===== src/rtl/pipe_ctrl.sv =====
// pipe_ctrl: in-order pipeline stall/flush controller.
//
// Resolves load-use hazards, branch waits and multi-cycle EX operations into
// per-stage enable/flush controls. Controls are combinational from state, the
// down-counter and the inputs. The state and the counter are registered.
//
// Parameters:
//   MC_LAT  EX occupancy of a multi-cycle op in cycles (2..255)
//   PERF_W  width of the performance counters
// Ports:
//   clk, rst                     clock and asynchronous active-low reset
//   load_stall, branch_stall     hazard requests from decode
//   mc_start                     multi-cycle op present in EX (level)
//   br_resolve, br_taken         branch resolution from EX
//   mem_wait                     data memory not ready; freezes everything
//   pc_en .. ex_mem_flush        pipeline register controls
//   pc_redirect                  select branch target for the next PC
//   busy                         controller is not in the run state
//   perf_stall_cnt/flush_cnt     saturating counters of stall and flush cycles
// Build option:
//   PIPE_CTRL_PERF_EN            enables the counters (otherwise tied to 0)
module pipe_ctrl #(
    parameter int unsigned MC_LAT = 4,
    parameter int unsigned PERF_W = 32
) (
    input  logic              clk,
    input  logic              rst,
    input  logic              load_stall,
    input  logic              branch_stall,
    input  logic              mc_start,
    input  logic              br_resolve,
    input  logic              br_taken,
    input  logic              mem_wait,
    output logic              pc_en,
    output logic              pc_redirect,
    output logic              if_id_en,
    output logic              if_id_flush,
    output logic              id_ex_en,
    output logic              id_ex_flush,
    output logic              ex_mem_en,
    output logic              ex_mem_flush,
    output logic              busy,
    output logic [PERF_W-1:0] perf_stall_cnt,
    output logic [PERF_W-1:0] perf_flush_cnt
);

    typedef enum logic [1:0] {StRun, StBrWait, StMcBusy} state_e;

    // The first EX cycle happens in RUN, the last in MC_BUSY with cnt==0.
    localparam logic [7:0] McLoad = 8'(MC_LAT - 2);

    state_e     state;
    logic [7:0] cnt;

    always_ff @(posedge clk or negedge rst) begin
        if (!rst) begin
            state <= StRun;
            cnt   <= 8'd0;
        end else if (!mem_wait) begin
            unique case (state)
                StRun: begin
                    if (mc_start) begin
                        state <= StMcBusy;
                        cnt   <= McLoad;
                    end else if (!load_stall && branch_stall) begin
                        // A simultaneous load stall wins; the branch is seen again later.
                        state <= StBrWait;
                    end
                end
                StBrWait: begin
                    if (br_resolve) state <= StRun;
                end
                StMcBusy: begin
                    if (cnt != 8'd0) cnt <= cnt - 8'd1;
                    else             state <= StRun;
                end
                default: state <= StRun;
            endcase
        end
    end

    always_comb begin
        pc_en        = 1'b1;
        pc_redirect  = 1'b0;
        if_id_en     = 1'b1;
        if_id_flush  = 1'b0;
        id_ex_en     = 1'b1;
        id_ex_flush  = 1'b0;
        ex_mem_en    = 1'b1;
        ex_mem_flush = 1'b0;
        if (!rst) begin
            pc_en        = 1'b0;
            if_id_en     = 1'b0;
            id_ex_en     = 1'b0;
            ex_mem_en    = 1'b0;
            if_id_flush  = 1'b1;
            id_ex_flush  = 1'b1;
            ex_mem_flush = 1'b1;
        end else if (mem_wait) begin
            pc_en     = 1'b0;
            if_id_en  = 1'b0;
            id_ex_en  = 1'b0;
            ex_mem_en = 1'b0;
        end else begin
            unique case (state)
                StRun: begin
                    if (mc_start) begin
                        pc_en        = 1'b0;
                        if_id_en     = 1'b0;
                        id_ex_en     = 1'b0;
                        ex_mem_flush = 1'b1;
                    end else if (load_stall) begin
                        pc_en       = 1'b0;
                        if_id_en    = 1'b0;
                        id_ex_flush = 1'b1;
                    end else if (branch_stall) begin
                        pc_en       = 1'b0;
                        if_id_flush = 1'b1;
                    end
                end
                StBrWait: begin
                    if (!br_resolve) begin
                        pc_en       = 1'b0;
                        if_id_flush = 1'b1;
                    end else if (br_taken) begin
                        pc_redirect = 1'b1;
                        if_id_flush = 1'b1;
                    end
                end
                StMcBusy: begin
                    if (cnt != 8'd0) begin
                        pc_en        = 1'b0;
                        if_id_en     = 1'b0;
                        id_ex_en     = 1'b0;
                        ex_mem_flush = 1'b1;
                    end
                end
                default: ;
            endcase
        end
    end

    assign busy = rst && (state != StRun);

`ifdef PIPE_CTRL_PERF_EN
    localparam logic [PERF_W-1:0] PerfOne = {{(PERF_W-1){1'b0}}, 1'b1};

    logic [PERF_W-1:0] stall_cnt;
    logic [PERF_W-1:0] flush_cnt;
    logic              any_flush;

    assign any_flush = if_id_flush | id_ex_flush | ex_mem_flush;

    // Reset holds both counters at zero, so reset cycles are never counted.
    always_ff @(posedge clk or negedge rst) begin
        if (!rst) begin
            stall_cnt <= '0;
            flush_cnt <= '0;
        end else begin
            if (!pc_en && (stall_cnt != '1)) stall_cnt <= stall_cnt + PerfOne;
            if (any_flush && (flush_cnt != '1)) flush_cnt <= flush_cnt + PerfOne;
        end
    end

    assign perf_stall_cnt = stall_cnt;
    assign perf_flush_cnt = flush_cnt;
`else
    assign perf_stall_cnt = '0;
    assign perf_flush_cnt = '0;
`endif

endmodule


===== config.mk =====
export PLATFORM = sky130hd
export DESIGN_NAME = pipe_ctrl
export DESIGN_NICKNAME = d
export VERILOG_FILES = /design/src/rtl/pipe_ctrl.sv
export SDC_FILE = /design/constraint.sdc
export NUM_CORES = 1
export LEC_CHECK = 0
export BUFFER_PORTS_ARGS = -buffer_cell sky130_fd_sc_hd__buf_2
export CAP_MARGIN = 20
export CELL_PAD_IN_SITES_DETAIL_PLACEMENT = 0
export CELL_PAD_IN_SITES_GLOBAL_PLACEMENT = 2
export CORE_MARGIN = 1.5
export CORE_UTILIZATION = 22
export DETAILED_ROUTE_END_ITERATION = 8
export PLACE_DENSITY_LB_ADDON = 0.1
export SYNTH_ARGS = -nofsm -noshare
export SYNTH_HDL_FRONTEND = slang
export SYNTH_SLANG_ARGS = --single-unit
export TNS_END_PERCENT = 20

===== constraint.sdc =====
create_clock -name clk -period 2 [get_ports clk]
set_clock_uncertainty 0.1 [all_clocks]
set_input_delay 0.1 -clock clk [delete_from_list [all_inputs] [get_ports clk]]
set_output_delay 0.1 -clock clk [all_outputs]
set_load 0.02 [all_outputs]

==> Word-level counts from Yosys, hierarchy flattened <==
Cells that the tools add are included.
Widths: inputs -> output; s select.
{ "word_totals": {"out_inout_bits": 73, "register_bits": 10} }
{ "classes": {"bitwise_logic": 1, "reduce_logical": 9, "n_mux": 49, "addsub": 1, "eq_ne": 7} }
{ "op_table": {"columns": ["cell", "count"], "rows": [
  ["$mux 1", 36],
  ["$mux 8", 2],
  ["$pmux 8 s2", 1],
  ["$mux 2", 4],
  ["$ne 2x2->1 const B", 4],
  ["$pmux 1 s2", 4],
  ["$reduce_and 4->1", 2],
  ["$reduce_bool 8->1", 1],
  ["$sub 8x1->8 const B", 1],
  ["$pmux 2 s3", 1],
  ["$reduce_bool 2->1", 2],
  ["$ne 3x3->1 const B", 1],
  ["$pmux 1 s3", 1],
  ["$eq 2x1->1 const B", 1],
  ["$eq 2x2->1 const B", 1],
  ["$logic_and 1x1->1", 2],
  ["$logic_not 2->1", 1],
  ["$logic_not 1->1", 1],
  ["$not 1->1", 1]
]} }

==> Logic depth before layout (Yosys ltp) <==
{ "depth": {"word_depth": 6, "mapped_depth": 5} }

==> Least setup slack after synthesis <==
No wires, ideal clock.
{ "synth_timing": {"path_kind": "flip-flop to output port", "from": "register cnt[0]", "to": "output port if_id_en", "stages_incl_launch_ff": 6, "path_buffers": 0, "t_required_ns": 1.800, "arrival_ns": 1.580, "path_slack_ns": 0.220, "cell_sequence": "dfrtp_1 inv_1 ha_1 nor3b_1 a41oi_1 a21oi_1"} }
{ "synth_via": {"elab_chain_cells": 5} }
{ "synth_lines": {"columns": ["element", "line", "text"], "rows": [
  ["start, declared", "53", "logic [7:0] cnt;"],
  ["start signal, assigned", "64", "cnt <= McLoad;"],
  ["start signal, assigned", "74", "if (cnt != 8'd0) cnt <= cnt - 8'd1;"],
  ["$reduce_bool 8->1", "131", "if (cnt != 8'd0) begin"],
  ["$mux 1", "131", null],
  ["$pmux 1 s2", "105", "unique case (state)"],
  ["$mux 1", "99", "end else if (mem_wait) begin"],
  ["$mux 1", "91", "if (!rst) begin"],
  ["end, declared", "36", "output logic if_id_en,"]
]} }
Every way passes these cells.

==> Worst setup path in the final report <==
{ "layout_timing": {"from": "register cnt[1]", "to": "output port id_ex_en"} }
{ "layout_via": {"elab_chain_cells": 5} }
{ "layout_lines": {"columns": ["element", "line", "text"], "rows": [
  ["$reduce_bool 8->1", "131", null],
  ["$mux 1", "131", null],
  ["$pmux 1 s2", "105", null],
  ["$mux 1", "99", null],
  ["$mux 1", "91", null],
  ["end, declared", "38", "output logic id_ex_en,"]
]} }
Every way passes these cells.

==> key figures <==
Status
  – Run status: completed

Placement
  – Dpl hpwl: roughly 2200 um
  – Worst-case setup slack after placement: ~0.21 ns
  – I/O Buffers: 16
  – Placed Area: 0.00122 mm^2
  – Inst Count DP: 247
  – Gpl congestion: 0.709

STA
  – Final critical path time including I/O delays and setup: between 1.5 and 2 ns
  – Final sum of negative setup slack: 0 ns
  – Maximum clock rate: 521 MHz
  – RSZ-0062 raised after global routing: true
  – Final worst path period share: 0.960
  – Final hold violations: 0
  – Minimum hold slack: 0.128 ns
  – Final Setup Violations: 0
  – Worst Setup Slack, final: 0.0802 ns
  – Final number of max-transition violations: 0

Critical path
  – Largest stage delay on the critical path: 0.40 ns
  – Path depth of the worst reg2reg path: 4
  – WP buf/inv: 3
  – Crit Path Category: reg2out
  – Capturing element type of the critical path: output pin
  – Slowest cell on crit path: sky130_fd_sc_hd__dfrtp_1
  – Most repeated library cell on the critical path: sky130_fd_sc_hd__buf_4
  – CP required: between 1.5 and 2 ns
  – End of the worst register-to-register path: cnt[5]
  – Critical R2R Launch: cnt[0]
  – Flop-to-flop setup slack: 0.10 ns
  – Critical path fanouts, max: 6
  – List of cells traversed by the critical path: inv_2 > ha_2 > nor4b_4 > buf_4 > and3_4 > o31a_1 > buf_4
  – Data arrival time of the critical path: between 1.5 and 2 ns
  – Critical path startpoint category: flip-flop
  – Family with the most delay on the worst path: flip-flops

Synthesis
  – Async set or reset register ratio after synthesis: 1.00
  – Part of the Yosys area used for sequential elements: 0.201
  – Warning count from the yosys run: 0
  – Post-Synthesis Cells: 155
  – Top cell type's share of synthesized area: 0.385
  – EDFF count, synth: 0
  – Synthesized area per cell: 8.05 um^2
  – Cell types with the largest area share after synthesis: sky130_fd_sc_hd__buf_4, sky130_fd_sc_hd__dfrtp_1, sky130_fd_sc_hd__a21oi_1
  – Number of library cell types mapped by synthesis: 37
  – Flip-flop and latch count after synthesis: 10
  – Most used DFF post-synth: sky130_fd_sc_hd__dfrtp_1
  – Post-synth design cell area: ~0.0012 mm^2
  – Leading area contributor after synthesis: sky130_fd_sc_hd__buf_4

Floorplan
  – Die extent in x: 78.3 um
  – Total Die Area: 0.00613 mm^2
  – I/O pins: 81
  – Die height: 78.3 um
  – Initial core utilization: 0.228
  – Number of placement rows: 27
  – Area of the placeable core: 0.00547 mm^2

Cells and area
  – Most common library cell in the layout ignoring fill and taps: sky130_fd_sc_hd__conb_1
  – Antenna Cells: 0
  – Area growth, synth to finish: 5.82%
  – Count of non-filler cells in the finished layout: 253
  – Core utilization of the finished layout: 0.241
  – Final Net Count: 192
  – Final Cell Area: approximately 0.0013 mm^2
  – Fraction of layout instances using a drive strength above 1: 0.232
  – Top library cells by usage in the layout, fill and taps aside: sky130_fd_sc_hd__conb_1, sky130_fd_sc_hd__buf_2, sky130_fd_sc_hd__buf_4, sky130_fd_sc_hd__nand2_1, sky130_fd_sc_hd__dfrtp_1

Min path
  – Class of the tightest hold or removal check: in2async

Route
  – Detail Route Antenna Nets: 0
  – First drt pass iteration count: 4
  – Vias post-DR: 955
  – Remaining routing DRC violations: 0
  – Via-per-instance ratio: about 3.8
  – Average detailed-routed wire length per instance: 10.8 um
  – First-iteration detailed-routing DRC count: 42
  – Total wire length: 2720 um

Power
  – Worst IR drop on VDD: 0.340 mV
  – Power, Total: 1.35 mW
  – Cell area power density: 1020 mW/mm^2
  – P_leak: approximately 0.66 nW

Clock tree
  – Clock latency of the later-clocked register in the worst-skew pair: 0.24 ns
  – Clock input transition at the sequential cells of the worst setup and hold paths: ~0.050 ns
  – Buffer depth of the longest clock path: 2
  – Number of clock sinks: 10
  – Library cell used as clock root buffer: sky130_fd_sc_hd__clkbuf_8
  – TritonCTS clock tree: done
  – # H-tree levels: 1
  – Number of buffers created by CTS: 3

Global routing
  – Number of antenna violations at the first check in global routing: 0
  – Global-route wire length before repair: 4390 um
  – Overall fraction of global-route tracks in use: 0.0895
  – Pin count of the biggest net entering global routing: 16
  – Final global-route overflow total: 0
  – Number of global-route vias before repair: 919

Job
  – Max_cap viols: 0
timing repair:
action                                  4_1_cts  5_1_grt
endpoints found under the setup margin        1        4
resized for setup                             0        9
setup buffers                                 1        0
endpoints found under the hold margin        10        0
hold buffers                                  1        0
cell usage after synthesis, types with 2 or more instances:
cell type / n
sky130_fd_sc_hd__inv_1: 5
sky130_fd_sc_hd__nand2_1: 9
sky130_fd_sc_hd__or4b_2: 2
sky130_fd_sc_hd__nand2b_1: 4
sky130_fd_sc_hd__a211o_1: 3
sky130_fd_sc_hd__nor3_1: 4
sky130_fd_sc_hd__dfrtp_1: 10
sky130_fd_sc_hd__nor3b_1: 2
sky130_fd_sc_hd__or2_2: 2
sky130_fd_sc_hd__a21oi_1: 8
sky130_fd_sc_hd__nor2_1: 4
sky130_fd_sc_hd__nor4_1: 2
sky130_fd_sc_hd__buf_4: 64
sky130_fd_sc_hd__o21ai_0: 5
sky130_fd_sc_hd__clkbuf_1: 3
sky130_fd_sc_hd__or3_1: 3
sky130_fd_sc_hd__mux2i_1: 4
sky130_fd_sc_hd__ha_1: 2
worst reg2reg max path, stage by stage (launching register included):
cell and delay [ns]:
sky130_fd_sc_hd__dfrtp_1 0.38, sky130_fd_sc_hd__buf_4 0.15, sky130_fd_sc_hd__or4_4 0.57, sky130_fd_sc_hd__or4_1 0.49
sky130_fd_sc_hd__a21oi_1 0.13
report_power, final:
group,internal (mW),total [mW],leakage (nW),switching (mW)
Sequential,0.287,0.419,0.121,0.132
Clock,0.174,0.260,0.0288,0.0860
Combinational,0.285,0.671,0.512,0.386
Total,0.745,1.35,0.662,0.604
routing by layer:
metal | routed length, um | part of all wire | track usage | up-vias
met5 | 0 | 0 | 0 | -
met4 | 10 | 0.0037 | 0.0232 | 0
met3 | 140 | 0.051 | 0.0233 | 2
met2 | 1350 | 0.49 | 0.148 | 43
met1 | 1220 | 0.45 | 0.115 | 456
li1 | - | - | - | 454
area by class of cell:
class / count / area, um^2
Multi-Input combinational cell: 136 / 744
Clock buffer: 4 / 55.1
Fill cell: 627 / 4150
Inverter: 5 / 18.8
Sequential cell: 10 / 251
Tap cell: 72 / 90.1
Timing Repair Buffer: 26 / 160
registers in the layout, summed over array words and instances, names as in the netlist:
register / cells
cnt: 8
state: 2
logic make-up after synthesis:
| family | Yosys count | synth area share |
|---|---|---|
| mux | 4 | 0.0321 |
| buf+inv | 72 | 0.409 |
| simple gates | 43 | 0.218 |
| other cells | 1 | 0.00301 |
| fa+ha+maj | 2 | 0.0201 |
| compound gates | 23 | 0.117 |
| flops | 10 | 0.201 |
worst max path at each step:
| stage | from | end | depth (start not counted) |
|---|---|---|---|
| floorplan | cnt[0] | if_id_en | 5 |
| global placement | cnt[0] | id_ex_en | 7 |
| detailed placement | cnt[0] | cnt[5] | 6 |
| CTS | state[1] | pc_en | 4 |
| global route | state[1] | pc_en | 4 |
| finish | cnt[1] | id_ex_en | 7 |
Power figures use the tool's default switching activity.
